### config.mk
export PLATFORM = sky130hd
export DESIGN_NAME = spi_master_ctrl
export DESIGN_NICKNAME = d
export VERILOG_FILES = /design/src/rtl/spi_pkg.sv /design/src/rtl/spi_master_shift.sv /design/src/rtl/spi_master_ctrl.sv
export SDC_FILE = /design/constraint.sdc
export NUM_CORES = 1
export LEC_CHECK = 0
export ABC_AREA = 1
export CORE_ASPECT_RATIO = 1.75
export CORE_MARGIN = 5
export CORE_UTILIZATION = 28
export CTS_BUF_LIST = sky130_fd_sc_hd__clkbuf_4
export DETAILED_ROUTE_END_ITERATION = 7
export GPL_TIMING_DRIVEN = 0
export PLACE_DENSITY = 0.46
export SYNTH_ARGS = -nofsm -noshare
export SYNTH_HDL_FRONTEND = slang
export SYNTH_HIERARCHICAL = 1
export SYNTH_SLANG_ARGS = --single-unit
### constraint.sdc
create_clock -name clk -period 2.1 [get_ports clk]
set_input_delay 0.42 -clock clk [delete_from_list [all_inputs] [get_ports clk]]
set_output_delay 0.42 -clock clk [all_outputs]
set_load 0.05 [all_outputs]
### src/rtl/spi_pkg.sv
// rtl/spi_pkg.sv - shared SPI frame constants, command codes and master FSM encodings
package spi_pkg;

  localparam int FRAME_W = 10;
  localparam int DATA_W  = 8;

  localparam logic [1:0] CMD_WR_ADDR = 2'b00;
  localparam logic [1:0] CMD_WR_DATA = 2'b01;
  localparam logic [1:0] CMD_RD_ADDR = 2'b10;
  localparam logic [1:0] CMD_RD_DATA = 2'b11;

  localparam logic [2:0] ST_IDLE  = 3'd0;
  localparam logic [2:0] ST_START = 3'd1;
  localparam logic [2:0] ST_SHIFT = 3'd2;
  localparam logic [2:0] ST_TURN  = 3'd3;
  localparam logic [2:0] ST_RECV  = 3'd4;
  localparam logic [2:0] ST_GAP   = 3'd5;

  // Read-data frames carry a dummy zero payload; the slave ignores it.
  function automatic logic [FRAME_W-1:0] make_frame(input logic [1:0] cmd,
                                                    input logic [DATA_W-1:0] data);
    return {cmd, (cmd == CMD_RD_DATA) ? {DATA_W{1'b0}} : data};
  endfunction

endpackage

### src/rtl/spi_master_shift.sv
// rtl/spi_master_shift.sv - MOSI PISO, MISO SIPO and the bit/phase counter shared by all frame phases
module spi_master_shift
  import spi_pkg::*;
(
  input  logic               clk,
  input  logic               rst_n,
  input  logic               load,
  input  logic [FRAME_W-1:0] frame,
  input  logic               shift_out,
  input  logic               shift_in,
  input  logic               miso,
  input  logic               cnt_load,
  input  logic [3:0]         cnt_init,
  output logic               tx_bit,
  output logic [3:0]         cnt,
  output logic [DATA_W-1:0]  rx_next
);

  logic [FRAME_W-1:0] piso;
  // Only the seven earlier bits are stored; the eighth comes straight from the pin.
  logic [DATA_W-2:0]  rx_hist;

  assign tx_bit  = piso[FRAME_W-1];
  assign rx_next = {rx_hist, miso};

  always_ff @(posedge clk or negedge rst_n) begin
    if (!rst_n) begin
      piso    <= '0;
      rx_hist <= '0;
      cnt     <= '0;
    end else begin
      if (load) begin
        piso <= frame;
      end else if (shift_out) begin
        piso <= {piso[FRAME_W-2:0], 1'b0};
      end
      if (shift_in) begin
        rx_hist <= rx_next[DATA_W-2:0];
      end
      if (cnt_load) begin
        cnt <= cnt_init;
      end else if (cnt != 4'd0) begin
        cnt <= cnt - 4'd1;
      end
    end
  end

endmodule

### src/rtl/spi_master_ctrl.sv
// rtl/spi_master_ctrl.sv - SPI master: command handshake, frame FSM and registered SS_n/MOSI pins
module spi_master_ctrl
  import spi_pkg::*;
#(
  parameter int TURN_CYC = 2,
  parameter int GAP_CYC  = 1
)
(
  input  logic              clk,
  input  logic              rst_n,
  input  logic              cmd_valid,
  output logic              cmd_ready,
  input  logic [1:0]        cmd_type,
  input  logic [DATA_W-1:0] cmd_data,
  output logic              rsp_valid,
  output logic [DATA_W-1:0] rsp_data,
  output logic              busy,
  output logic              SS_n,
  output logic              MOSI,
  input  logic              MISO
);

  localparam logic [3:0] SHIFT_INIT = 4'(FRAME_W - 1);
  localparam logic [3:0] RECV_INIT  = 4'(DATA_W - 1);
  localparam logic [3:0] TURN_INIT  = (TURN_CYC > 0) ? 4'(TURN_CYC - 1) : 4'd0;
  localparam logic [3:0] GAP_INIT   = (GAP_CYC > 1) ? 4'(GAP_CYC - 1) : 4'd0;

  logic [2:0]        state;
  logic [2:0]        next_state;
  logic [1:0]        cmd_q;
  logic              accept;
  logic              cnt_load;
  logic [3:0]        cnt_init;
  logic [3:0]        cnt;
  logic              tx_bit;
  logic [DATA_W-1:0] rx_next;
  logic              frame_next;
  logic              recv_done;

  assign accept    = cmd_valid && cmd_ready;
  assign recv_done = (state == ST_RECV) && (cnt == 4'd0);
  assign frame_next = (next_state == ST_START) || (next_state == ST_SHIFT) ||
                      (next_state == ST_TURN)  || (next_state == ST_RECV);

  spi_master_shift u_shift (
    .clk       (clk),
    .rst_n     (rst_n),
    .load      (accept),
    .frame     (make_frame(cmd_type, cmd_data)),
    .shift_out (next_state == ST_SHIFT),
    .shift_in  (state == ST_RECV),
    .miso      (MISO),
    .cnt_load  (cnt_load),
    .cnt_init  (cnt_init),
    .tx_bit    (tx_bit),
    .cnt       (cnt),
    .rx_next   (rx_next)
  );

  // Each phase loads the shared counter on entry and leaves when it reaches zero.
  always_comb begin
    next_state = state;
    cnt_load   = 1'b0;
    cnt_init   = 4'd0;
    case (state)
      ST_IDLE: begin
        if (accept) next_state = ST_START;
      end
      ST_START: begin
        next_state = ST_SHIFT;
        cnt_load   = 1'b1;
        cnt_init   = SHIFT_INIT;
      end
      ST_SHIFT: begin
        if (cnt == 4'd0) begin
          cnt_load = 1'b1;
          if (cmd_q != CMD_RD_DATA) begin
            next_state = ST_GAP;
            cnt_init   = GAP_INIT;
          end else if (TURN_CYC > 0) begin
            next_state = ST_TURN;
            cnt_init   = TURN_INIT;
          end else begin
            next_state = ST_RECV;
            cnt_init   = RECV_INIT;
          end
        end
      end
      ST_TURN: begin
        if (cnt == 4'd0) begin
          next_state = ST_RECV;
          cnt_load   = 1'b1;
          cnt_init   = RECV_INIT;
        end
      end
      ST_RECV: begin
        if (cnt == 4'd0) begin
          next_state = ST_GAP;
          cnt_load   = 1'b1;
          cnt_init   = GAP_INIT;
        end
      end
      ST_GAP: begin
        if (cnt == 4'd0) next_state = ST_IDLE;
      end
      default: next_state = ST_IDLE;
    endcase
  end

  // Pins are driven from next_state so they change on the same edge as the FSM.
  always_ff @(posedge clk or negedge rst_n) begin
    if (!rst_n) begin
      state     <= ST_IDLE;
      cmd_q     <= CMD_WR_ADDR;
      cmd_ready <= 1'b0;
      busy      <= 1'b0;
      SS_n      <= 1'b1;
      MOSI      <= 1'b0;
      rsp_valid <= 1'b0;
      rsp_data  <= '0;
    end else begin
      state     <= next_state;
      cmd_ready <= (next_state == ST_IDLE);
      busy      <= frame_next;
      SS_n      <= !frame_next;
      MOSI      <= (next_state == ST_START) ? cmd_type[1] :
                   (next_state == ST_SHIFT) ? tx_bit : 1'b0;
      rsp_valid <= recv_done;
      if (accept) cmd_q <= cmd_type;
      if (recv_done) rsp_data <= rx_next;
    end
  end

endmodule
Word level (Yosys, flattened, before mapping)
Index checks and enable logic that the tools add are counted.
{"block": "word_totals", "ff_bits": 39, "word_cells": 56}
{"block": "classes", "addsub": 1, "eq_ne": 11, "n_mux": 20, "reduce_logical": 13}
{"cell": "$mux W3", "n": 7}
{"cell": "$mux W10", "n": 2}
{"cell": "$pmux W3 S6", "n": 1}
{"cell": "$eq A3 B2 Y1 const B", "n": 4}
{"cell": "$pmux W4 S3", "n": 1}
{"cell": "$eq A3 B3 Y1 const B", "n": 3}
{"cell": "$mux W4", "n": 2}
{"cell": "$mux W8", "n": 1}
{"cell": "$eq A3 B1 Y1 const B", "n": 2}
{"cell": "$logic_not A3 Y1", "n": 2}
{"cell": "$mux W1", "n": 5}
{"cell": "$logic_not A4 Y1", "n": 1}
{"cell": "$reduce_bool A2 Y1", "n": 2}
{"cell": "$reduce_bool A4 Y1", "n": 1}
{"cell": "$sub A4 B1 Y4 const B", "n": 1}
{"cell": "$logic_or A1 B1 Y1", "n": 3}
{"cell": "$reduce_or A3 Y1", "n": 1}
{"cell": "$eq A2 B2 Y1 const B", "n": 1}
{"cell": "$logic_and A1 B1 Y1", "n": 2}
{"cell": "$ne A2 B2 Y1 const B", "n": 1}
{"cell": "$pmux W1 S2", "n": 1}
{"cell": "$logic_not A1 Y1", "n": 1}

Longest topological paths before layout
Gate-level depths: netlist of the first run.
{"block": "logic_depth", "depth_word": 9, "mapped_depth": 12, "mapped_depth_nobuf": 12}

Hierarchy
The synthesis of the first run kept the hierarchy.
{"mod": "spi_master_ctrl", "instances": 1, "cells_each": 145, "area_each_um2": 1066.0, "seq_area_each_um2": 451.7}
{"mod": "spi_master_shift", "instances": 1, "cells_each": 108, "area_each_um2": 969.7, "seq_area_each_um2": 525.5}

Worst setup path before layout of the first run
No wires, ideal clock.
{"block": "synth_timing", "path_kind": "flip-flop to flip-flop", "from": "register state[0]", "to": "register u_shift.cnt[3]", "setup_ns": 0.113, "t_arrival_ns": 1.674, "t_required_ns": 1.987, "path_slack_ns": 0.313, "path_stages_with_launch": 12, "n_path_buf": 1, "period_less_slack_ns": 1.787, "cell_sequence": "dfrtp_1 > buf_6 > inv_1 > nand3_2 > inv_1 > nor2_1 > o21ai_0 > inv_1 > nor2_1 > a21oi_1 > nand2_1 > inv_1"}
{"block": "synth_via", "elab_chain_cells": 4}
{"item": "start: declaration", "line_no": "spi_master_ctrl.sv:28", "text": "logic [2:0] state;"}
{"item": "start signal: assignment", "line_no": "spi_master_ctrl.sv:122", "text": "state <= next_state;"}
{"item": "$eq A3 B2 Y1 or $eq A3 B3 Y1 (tied branches)", "line_no": "spi_master_ctrl.sv:65", "text": "case (state)"}
{"item": "$reduce_or A3 Y1 (no source line)"}
{"item": "$pmux W1 S2 *", "line_no": "spi_master_ctrl.sv:65"}
{"item": "via cnt_load", "line_no": "spi_master_ctrl.sv:32", "text": "logic cnt_load;"}
{"item": "$mux W4 or $reduce_bool A2 Y1 (tied branches)"}
{"item": "end signal: assignment", "line_no": "spi_master_shift.sv:41", "text": "cnt <= cnt_init;"}
{"item": "end signal: assignment", "line_no": "spi_master_shift.sv:43", "text": "cnt <= cnt - 4'd1;"}
{"item": "end: declaration", "line_no": "spi_master_shift.sv:15", "text": "output logic [3:0] cnt,"}
Mark *: on every way through the listed nets, which the timed path passes. The rest lies on a longest branch.
A chain may end at the register's enable or synchronous reset.

Worst setup path in the final report of the first run
{"block": "layout_timing", "from": "register cmd_ready", "to": "output cmd_ready"}
{"item": "start: declaration", "line_no": "spi_master_ctrl.sv:12", "text": "output logic cmd_ready,"}
{"item": "start signal: assignment", "line_no": "spi_master_ctrl.sv:123", "text": "cmd_ready <= (next_state == ST_IDLE);"}
No word-level cell between the ends.

==> results by group, run 1 <==
Drt
  • DR iter-0 viols: 87
  • DRT Wirelength: 4290 um
  • Vias per cell: 4.31
  • Detail Route Antenna Nets: 0
  • Routed WL per cell: 11.4 um
  • DRC: 0
  • TritonRoute pass-1 iters: 4
  • Total number of vias: 1618

Yosys
  • Ys Warns: 6
  • Cell taking the most area after synthesis: dfrtp_1
  • Post-synth EDFFs: 0
  • Avg Inst Size Synth: 8.05 sq um
  • FFs w/ async S/R, synth: 100%
  • Ys flop type: dfrtp_1
  • Post-synthesis sequential area ratio: 48.0%
  • Most numerous cell in the Yosys netlist: nand2_1
  • Synth Cell Area: 0.00204 sq mm
  • Post-synth top cells: 88 x nand2_1, 38 x dfrtp_1, 27 x inv_1
  • Cells after Synth: 253
  • Synth top area share: 46.7%
  • Syn_nets: 269
  • Distinct cell type count after synthesis: 27
  • Synth Register Bits: 39
  • Top post-synthesis cells by area: dfrtp_1 47%, nand2_1 16%, inv_1 5.0%, nor2_1 4.1%, nand3_1 3.4%

Floorplan
  • DIE AREA: 0.00914 sq mm
  • Die Ht: 123 um
  • Die X-Extent: 74.5 um
  • I/O pin count: 27
  • Initial Util: 28.5%
  • Total core area: 0.00713 sq mm
  • Placement Rows: 41

Timing
  • Slew Limit Fails: 0
  • Tcrit/Tclk final: 95.4%
  • Final WS setup: 0.0959 ns
  • Skew final: 0.0136 ns
  • Max Freq: 0.499 GHz
  • Min cycle time layout: 2.00 ns
  • Final hold vios: 0
  • Hold_ws: 0.397 ns
  • RSZ-0062 raised after global routing: no
  • Slew headroom: 66.7%
  • Final Setup Violations: 0
  • Setup TNS: 0 ns
  • Worst-Margin Slew: 0.498 ns

Worst setup path
  • Reg-to-reg startpoint: u_shift/cnt[2]$_DFFE_PN0P_
  • Setup CP Type: reg2out
  • Worst Setup End Kind: output port
  • CP Buf/Inv Count: 1
  • Worst path max stage delay: 0.82 ns
  • CP max FO: 2
  • Worst path depth: 1
  • Crit-path leading delay family: buffers and inverters
  • Worst path cell trace: clkdlybuf4s50_1
  • Worst R2R Path Depth: 12
  • Reg2Reg Setup Slack: 0.26 ns
  • WP data required: 1.68 ns
  • Slowest-stage cell, CP: clkdlybuf4s50_1
  • CP Launch Type: flop
  • Worst Path Arrival: 1.58 ns
  • R2R Path End: u_shift/piso[5]$_DFFE_PN0P_

Global route
  • Number of global-route vias before repair: 1681
  • GRT Util Overall: 11.1%
  • Initial antenna violation count: 0
  • GR Overflow Total: 0
  • Global-route wire length before repair: 7710 um
  • Pin count of the biggest net entering global routing: 38

Finish
  • Fill count: 769
  • Non-Filler Instances: 375
  • Antenna cells: 0
  • Area growth syn-to-layout: 23.2%
  • Share of layout cells above drive strength 1: 18.0%
  • Fin util: 35.2%
  • NumNets Final: 304
  • Finished Cell Area: 0.00251 sq mm

Pwr
  • Pwr Total: 4.00 mW
  • Pwr/cell area: 1600 mW/mm^2
  • Static Leak: 1.25 nW
  • VDD IR max: 0.607 mV

Clocking
  • Max H-tree Level: 2
  • Num CTS Buffers: 5
  • TritonCTS clock tree: yes
  • Maximum buffer depth of the clock tree: 2
  • Sink Count: 39
  • Root Buffer: clkbuf_4
  • Worst-Skew Late Latency: 0.36 ns
  • Postcts setup bufs: 0
  • Clk slew on worst S/H paths: 0.12 ns

Worst hold path
  • Hold WC Path Type: in2async

Placement
  • Global placer's final weighted congestion: 0.734
  • Post-detail-place hpwl: 3340 um
  • DP Area: 0.00242 sq mm
  • Place WS: -0.0383 ns
  • I/O Buffers: 26
  • Cells after DPL: 366

Outcome
  • Outcome: finished, final reports clean

Flow run
  • Max_cap viols: 0
==> cells by family (layout without fill, tap and decap cells) <==
kind of cell	Yosys count	after routing	share of synthesized area (%)
flops	39	39	48.0
mux	1	1	0.553
compound gates	21	21	6.27
fa+ha+maj	2	2	1.23
simple gates	152	152	34.9
xor+xnor	1	1	0.430
buf+inv	37	73	8.60
==> what timing repair did <==
item / in CTS / in global routing
endpoints found under the hold margin: 2 / 0
hold buffers: 1 / 0
pin swaps: 0 / 0
endpoints found under the setup margin: 3 / 2
gates cloned: 0 / 0
gates resized for setup: 2 / 1
==> state kept, by name (all words and copies together), names as in the netlist <==
name             cells
cmd_ready            1
busy                 1
u_shift/piso        10
cmd_q                2
SS_n                 1
u_shift/cnt          4
rsp_valid            1
u_shift/rx_hist      7
rsp_data             8
state                3
MOSI                 1
==> layout make-up <==
cell class	instances	area, sq um	share of cell area (%)
buffer	6	57.6	2.30
clock buffer	5	37.5	1.50
clock inverter	3	38.8	1.55
inverter	31	118	4.69
multi-input combinational	177	887	35.4
sequential	39	977	39.0
tap	86	108	4.29
timing repair buffer	28	284	11.3
==> per-layer routing <==
layer,global-route usage [%],part of all wire [%],up-vias
met5,0,0,-
met4,5.79,3.2,0
met3,2.46,4.1,8
met2,20.4,56,25
met1,11.2,36,741
li1,-,-,844
==> where the power goes <==
group	switching, mW	internal [mW]	total, mW
sequential	0.197	1.08	1.28
clock	0.262	0.245	0.507
combinational	1.45	0.762	2.22
total	1.91	2.09	4.00
==> worst max-delay path by stage <==
stage                        start                    endpoint  slack, ns
2_1_floorplan   state[0]$_DFF_PN0_  u_shift/cnt[3]$_DFFE_PN0P_       0.31
6_report       cmd_ready$_DFF_PN0_                   cmd_ready        0.1
3_5_place_dp    state[0]$_DFF_PN0_  u_shift/cnt[3]$_DFFE_PN0P_      -0.04
5_1_grt        cmd_ready$_DFF_PN0_                   cmd_ready       0.02
4_1_cts        cmd_ready$_DFF_PN0_                   cmd_ready       0.05
3_3_place_gp                 rst_n     rsp_data[0]$_DFFE_PN0P_      -0.51
==> cells in the final DEF (no fill, tap or decap), drive strengths merged <==
master,count
a22oi,2
clkdlybuf4s50,24
a21oi,7
bufinv,1
dlygate4sd3,1
nand3,15
xnor2,1
a22o,1
inv,30
dlygate4sd2,1
dfrtp,38
ha,2
buf,8
nor4,1
clkinv,3
o21ai,11
clkbuf,5
mux2,1
nand2,100
nor2,36
dfstp,1
No activity file was read; power rests on OpenSTA's default activity.
==> inputs of run 2 (changes only) <==
--- a/config.mk
+++ b/config.mk
@@ -9,10 +9,11 @@
 export CORE_ASPECT_RATIO = 1.75
 export CORE_MARGIN = 5
 export CORE_UTILIZATION = 28
-export CTS_BUF_LIST = sky130_fd_sc_hd__clkbuf_4
+export CTS_BUF_LIST = sky130_fd_sc_hd__clkbuf_8
+export CTS_CLUSTER_DIAMETER = 40
 export DETAILED_ROUTE_END_ITERATION = 7
 export GPL_TIMING_DRIVEN = 0
-export PLACE_DENSITY = 0.46
+export PLACE_DENSITY = 0.48
 export SYNTH_ARGS = -nofsm -noshare
 export SYNTH_HDL_FRONTEND = slang
 export SYNTH_HIERARCHICAL = 1
==> constraint.sdc (replaced) <==
create_clock -name clk -period 1.7 [get_ports clk]
set_input_delay 0.34 -clock clk [delete_from_list [all_inputs] [get_ports clk]]
set_output_delay 0.34 -clock clk [all_outputs]
set_load 0.05 [all_outputs]
==> results by group, run 2 (same netlist as run 1, synthesis figures left out) <==
Global route
  • Global-route wire length before repair: 7650 um
  • GRT Util Overall: 10.8%
  • Initial antenna violation count: 0
  • GR Overflow Total: 0
  • Number of global-route vias before repair: 1722
  • Pin count of the biggest net entering global routing: 23

Timing
  • Min cycle time layout: 1.68 ns
  • Slew headroom: 67.1%
  • Final Setup Violations: 0
  • Final hold vios: 1
  • Worst-Margin Slew: 0.495 ns
  • Hold_ws: -0.00507 ns
  • Max Freq: 0.596 GHz
  • Tcrit/Tclk final: 98.7%
  • Skew final: 0.00425 ns
  • RSZ-0062 raised after global routing: yes
  • Slew Limit Fails: 0

Worst hold path
  • Hold WC Path Type: in2async

Worst setup path
  • R2R Path End: u_shift/piso[5]$_DFFE_PN0P_
  • Setup CP Type: reg2reg
  • CP Launch Type: flop
  • Worst Path Arrival: 1.90 ns
  • Reg-to-reg startpoint: u_shift/cnt[1]$_DFFE_PN0P_
  • Worst R2R Path Depth: 11
  • Reg2Reg Setup Slack: 0.02 ns
  • CP max FO: 6
  • Worst Setup End Kind: flop
  • WP data required: 1.93 ns

Drt
  • DR iter-0 viols: 63
  • Routed WL per cell: 11.5 um
  • Vias per cell: 4.36
  • TritonRoute pass-1 iters: 4
  • Detail Route Antenna Nets: 0
  • DRT Wirelength: 4440 um
  • DRC: 0
  • Total number of vias: 1683

Floorplan
  • Die Ht: 123 um
  • Initial Util: 28.5%
  • Placement Rows: 41
  • I/O pin count: 27
  • Die X-Extent: 74.5 um
  • Total core area: 0.00713 sq mm
  • DIE AREA: 0.00914 sq mm

Clocking
  • Worst-Skew Late Latency: 0.29 ns
  • Sink Count: 39
  • Num CTS Buffers: 5
  • Max H-tree Level: 2
  • Clk slew on worst S/H paths: 0.08 ns
  • TritonCTS clock tree: yes
  • Hold_buf cts: 0
  • Root Buffer: clkbuf_8
  • Maximum buffer depth of the clock tree: 2

Finish
  • Fin util: 38.2%
  • Storage element area: 980 sq um
  • Non-Filler Instances: 386
  • Max FFs per register: 10
  • Area growth syn-to-layout: 33.9%
  • Share of layout cells above drive strength 1: 24.7%
  • Register bank with the most flops: u_shift/piso
  • Area of the multi-input gates: 967 sq um
  • Most common cell after layout, fill and taps aside: nand2_1
  • Fill count: 740
  • Antenna cells: 0
  • NumNets Final: 315
  • Commonest non-fill, non-tap cells in the layout: 85 x nand2_1, 36 x dfrtp_1, 25 x inv_1, 21 x nor2_1
  • Biggest regs: u_shift/piso x10, rsp_data x8, u_shift/rx_hist x7

Placement
  • I/O Buffers: 26
  • Global placer's final weighted congestion: 0.756
  • Post-detail-place hpwl: 3260 um
  • Cells after DPL: 366

Flow run
  • Max_cap viols: 0

Outcome
  • Failing checks: negative hold slack
  • Outcome: finished with violations

Pwr
  • Static Leak: 1.39 nW
  • Pwr Total: 5.86 mW
  • VDD IR max: 1.03 mV
  • Pwr/cell area: 2150 mW/mm^2
==> run 2: layout make-up <==
cell class                 instances  share of cell area (%)
tap                               86                    3.95
multi-input combinational        179                    35.5
clock buffer                       5                    2.53
timing repair buffer              37                    13.0
clock inverter                     3                    2.34
buffer                             6                    2.25
inverter                          31                    4.50
sequential                        39                    36.0
==> run 2: critical path: stages, from the launching register on <==
cell,delay [ns]
dfrtp_1,0.43
nor2_4,0.17
nand2_2,0.09
buf_8,0.14
a21oi_4,0.16
nand2_4,0.07
nand2_4,0.06
inv_4,0.04
buf_12,0.12
nor2_4,0.18
nand2_1,0.09
nand3_1,0.07
==> run 2: worst max-delay path by stage <==
stage	start	end	slack, ns	cells after the start
finish	u_shift/cnt[1]$_DFFE_PN0P_	u_shift/piso[5]$_DFFE_PN0P_	0.02	11
global route	u_shift/cnt[1]$_DFFE_PN0P_	u_shift/piso[6]$_DFFE_PN0P_	-0.07	11
CTS	u_shift/cnt[2]$_DFFE_PN0P_	u_shift/piso[5]$_DFFE_PN0P_	0.004	11
detailed placement	cmd_valid	u_shift/piso[5]$_DFFE_PN0P_	-0.22	12
global placement	rst_n	rsp_data[2]$_DFFE_PN0P_	-0.81	1
floorplan	cmd_ready$_DFF_PN0_	u_shift/piso[7]$_DFFE_PN0P_	0.05	11
==> run 2: timing repair <==
item	CTS	global route
gates resized for setup	26	10
setup endpoints to repair	27	18
pin swaps	8	25
setup buffers	7	3
cloned	2	0
==> run 2: per-layer routing <==
| metal | global-route usage (%) | routed length (um) | share of wire [%] | vias to the layer above |
|---|---|---|---|---|
| li1 | - | - | - | 865 |
| met2 | 20.8 | 2520 | 57 | 32 |
| met4 | 5.35 | 182 | 4.1 | 0 |
| met1 | 10.4 | 1560 | 35 | 775 |
| met5 | 0 | 0 | 0 | - |
| met3 | 2.21 | 180 | 4.1 | 11 |
==> run 2: where the power goes <==
part	internal, mW	switching (mW)
Clock	0.581	0.326
Combinational	1.28	2.09
Sequential	1.34	0.245
==> run 2: per-stage QoR <==
step | hold WS [ns] | setup slack (ns) | area (sq um) | setup TNS (ns)
after global routing | 0.0214 | -0.0747 | 2730 | -0.595
after detailed placement | 0.323 | -0.224 | 2430 | -2.73
after CTS | 0.00357 | 0.00372 | 2670 | 0
after floorplan | 0.0444 | 0.0459 | 2040 | 0
final | -0.00507 | 0.0228 | 2730 | 0
after global placement | 0.454 | -0.814 | 2400 | -33.83
==> inputs of run 3 (changes only) <==
--- a/config.mk
+++ b/config.mk
@@ -13,6 +13,7 @@
 export CTS_CLUSTER_DIAMETER = 40
 export DETAILED_ROUTE_END_ITERATION = 7
 export GPL_TIMING_DRIVEN = 0
+export MAX_ROUTING_LAYER = met4
 export PLACE_DENSITY = 0.48
 export SYNTH_ARGS = -nofsm -noshare
 export SYNTH_HDL_FRONTEND = slang
==> results by group, run 3 (same netlist as run 1, synthesis figures left out) <==
Finish
  • NumNets Final: 315
  • Register bank with the most flops: u_shift/piso
  • Commonest non-fill, non-tap cells in the layout: 85 x nand2_1, 36 x dfrtp_1, 25 x inv_1, 21 x nor2_1
  • Area growth syn-to-layout: 33.9%
  • Biggest regs: u_shift/piso x10, rsp_data x8, u_shift/rx_hist x7
  • Non-Filler Instances: 386
  • Max FFs per register: 10
  • Finished Cell Area: 0.00273 sq mm
  • Fill count: 740
  • Share of layout cells above drive strength 1: 24.7%
  • Antenna cells: 0
  • Most common cell after layout, fill and taps aside: nand2_1

Clocking
  • Hold_buf cts: 0
  • Maximum buffer depth of the clock tree: 2
  • Max H-tree Level: 2
  • TritonCTS clock tree: yes
  • Clk slew on worst S/H paths: 0.08 ns
  • Sink Count: 39
  • Worst-Skew Late Latency: 0.29 ns
  • Num CTS Buffers: 5
  • Root Buffer: clkbuf_8

Worst setup path
  • WP data required: 1.93 ns
  • Reg2Reg Setup Slack: 0.03 ns
  • CP Launch Type: flop
  • CP max FO: 6
  • Worst R2R Path Depth: 11
  • Worst Setup End Kind: flop
  • Worst Path Arrival: 1.90 ns
  • R2R Path End: u_shift/piso[5]$_DFFE_PN0P_
  • Setup CP Type: reg2reg
  • Reg-to-reg startpoint: u_shift/cnt[1]$_DFFE_PN0P_

Placement
  • Global placer's final weighted congestion: 0.766
  • DP Area: 0.00243 sq mm
  • I/O Buffers: 26
  • Post-detail-place hpwl: 3260 um
  • Cells after DPL: 366

Worst hold path
  • Hold WC Path Type: in2async

Drt
  • DRT Wirelength: 4440 um
  • DR iter-0 viols: 63
  • Routed WL per cell: 11.5 um
  • Total number of vias: 1689
  • Detail Route Antenna Nets: 0
  • TritonRoute pass-1 iters: 4
  • DRC: 0
  • Vias per cell: 4.38

Outcome
  • Outcome: finished with violations
  • Failing checks: negative hold slack

Timing
  • Worst-Margin Slew: 0.495 ns
  • Skew final: 0.00501 ns
  • Max Freq: 0.598 GHz
  • RSZ-0062 raised after global routing: yes
  • Final Setup Violations: 0
  • Final hold vios: 1
  • Slew Limit Fails: 0
  • Min cycle time layout: 1.67 ns
  • Slew headroom: 67.1%
  • Tcrit/Tclk final: 98.4%
  • Hold_ws: -0.00506 ns

Floorplan
  • Initial Util: 28.5%
  • I/O pin count: 27
  • Die Ht: 123 um
  • Total core area: 0.00713 sq mm
  • DIE AREA: 0.00914 sq mm
  • Placement Rows: 41
  • Die X-Extent: 74.5 um

Global route
  • Global-route wire length before repair: 7650 um
  • GRT Util Overall: 11.1%
  • Number of global-route vias before repair: 1722
  • GR Overflow Total: 0
  • Initial antenna violation count: 0
  • Pin count of the biggest net entering global routing: 23

Pwr
  • Static Leak: 1.39 nW
  • VDD IR max: 1.02 mV
  • Pwr/cell area: 2150 mW/mm^2

Flow run
  • Max_cap viols: 0
[run 3: cell counts in the layout (fill, tap and decap cells not counted)]
Identical to the previous run, type by type.
[run 3: worst max path at each step]
stage                                from                          end  slack (ns)  cells past startpoint
2_1_floorplan         cmd_ready$_DFF_PN0_  u_shift/piso[7]$_DFFE_PN0P_        0.05                     11
3_3_place_gp                        rst_n      rsp_data[2]$_DFFE_PN0P_       -0.81                      1
3_5_place_dp                    cmd_valid  u_shift/piso[5]$_DFFE_PN0P_       -0.22                     12
4_1_cts        u_shift/cnt[2]$_DFFE_PN0P_  u_shift/piso[5]$_DFFE_PN0P_       0.004                     11
5_1_grt        u_shift/cnt[1]$_DFFE_PN0P_  u_shift/piso[6]$_DFFE_PN0P_       -0.07                     11
6_report       u_shift/cnt[1]$_DFFE_PN0P_  u_shift/piso[5]$_DFFE_PN0P_        0.03                     11
[run 3: layout make-up]
type	instances	area [sq um]	share of cell area, %
Buffer	6	61.3	2.25
Inverter	31	123	4.50
Tap cell	86	108	3.95
Clock buffer	5	68.8	2.53
Clock inverter	3	63.8	2.34
Multi-Input combinational cell	179	967	35.5
Sequential cell	39	980	36.0
Timing Repair Buffer	37	354	13.0
[run 3: through the flow]
stage	setup slack, ns	power [mW]	util (%)	hold WS [ns]	TNS [ns]
3_3_place_gp	-0.814	4.32	33.7	0.454	-33.83
4_1_cts	0.00372	5.77	37.5	0.00357	0
6_report	0.0272	5.86	38.2	-0.00506	0
2_1_floorplan	0.0459	3.68	-	0.0444	0
5_1_grt	-0.0747	6.33	38.2	0.0214	-0.595
3_5_place_dp	-0.224	4.36	34.0	0.323	-2.73
[run 3: power breakdown]
group / internal (mW) / switching [mW]
Combinational: 1.28 / 2.09
Clock: 0.581 / 0.327
Sequential: 1.34 / 0.247
Total: 3.20 / 2.66
[run 3: critical path, stage by stage, from the launching register on]
cell and delay [ns]:
dfrtp_1 0.43, nor2_4 0.17, nand2_2 0.09, buf_8 0.14
a21oi_4 0.16, nand2_4 0.07, nand2_4 0.06, inv_4 0.04
buf_12 0.12, nor2_4 0.18, nand2_1 0.09, nand3_1 0.07
[run 3: timing repair]
item                                    CTS  global route
hold endpoints to repair                  0             0
endpoints found under the setup margin   27            18
resized for setup                        26            10
pin swaps                                 8            25
cloned                                    2             0
buffers inserted                          7             3
[run 3: routing by layer]
layer,vias to the layer above,part of all wire (%),track usage (%)
met5,-,0,-
met4,0,4.0,5.35
met3,13,3.9,2.21
met2,32,57,20.8
met1,779,35,10.4
li1,865,-,-
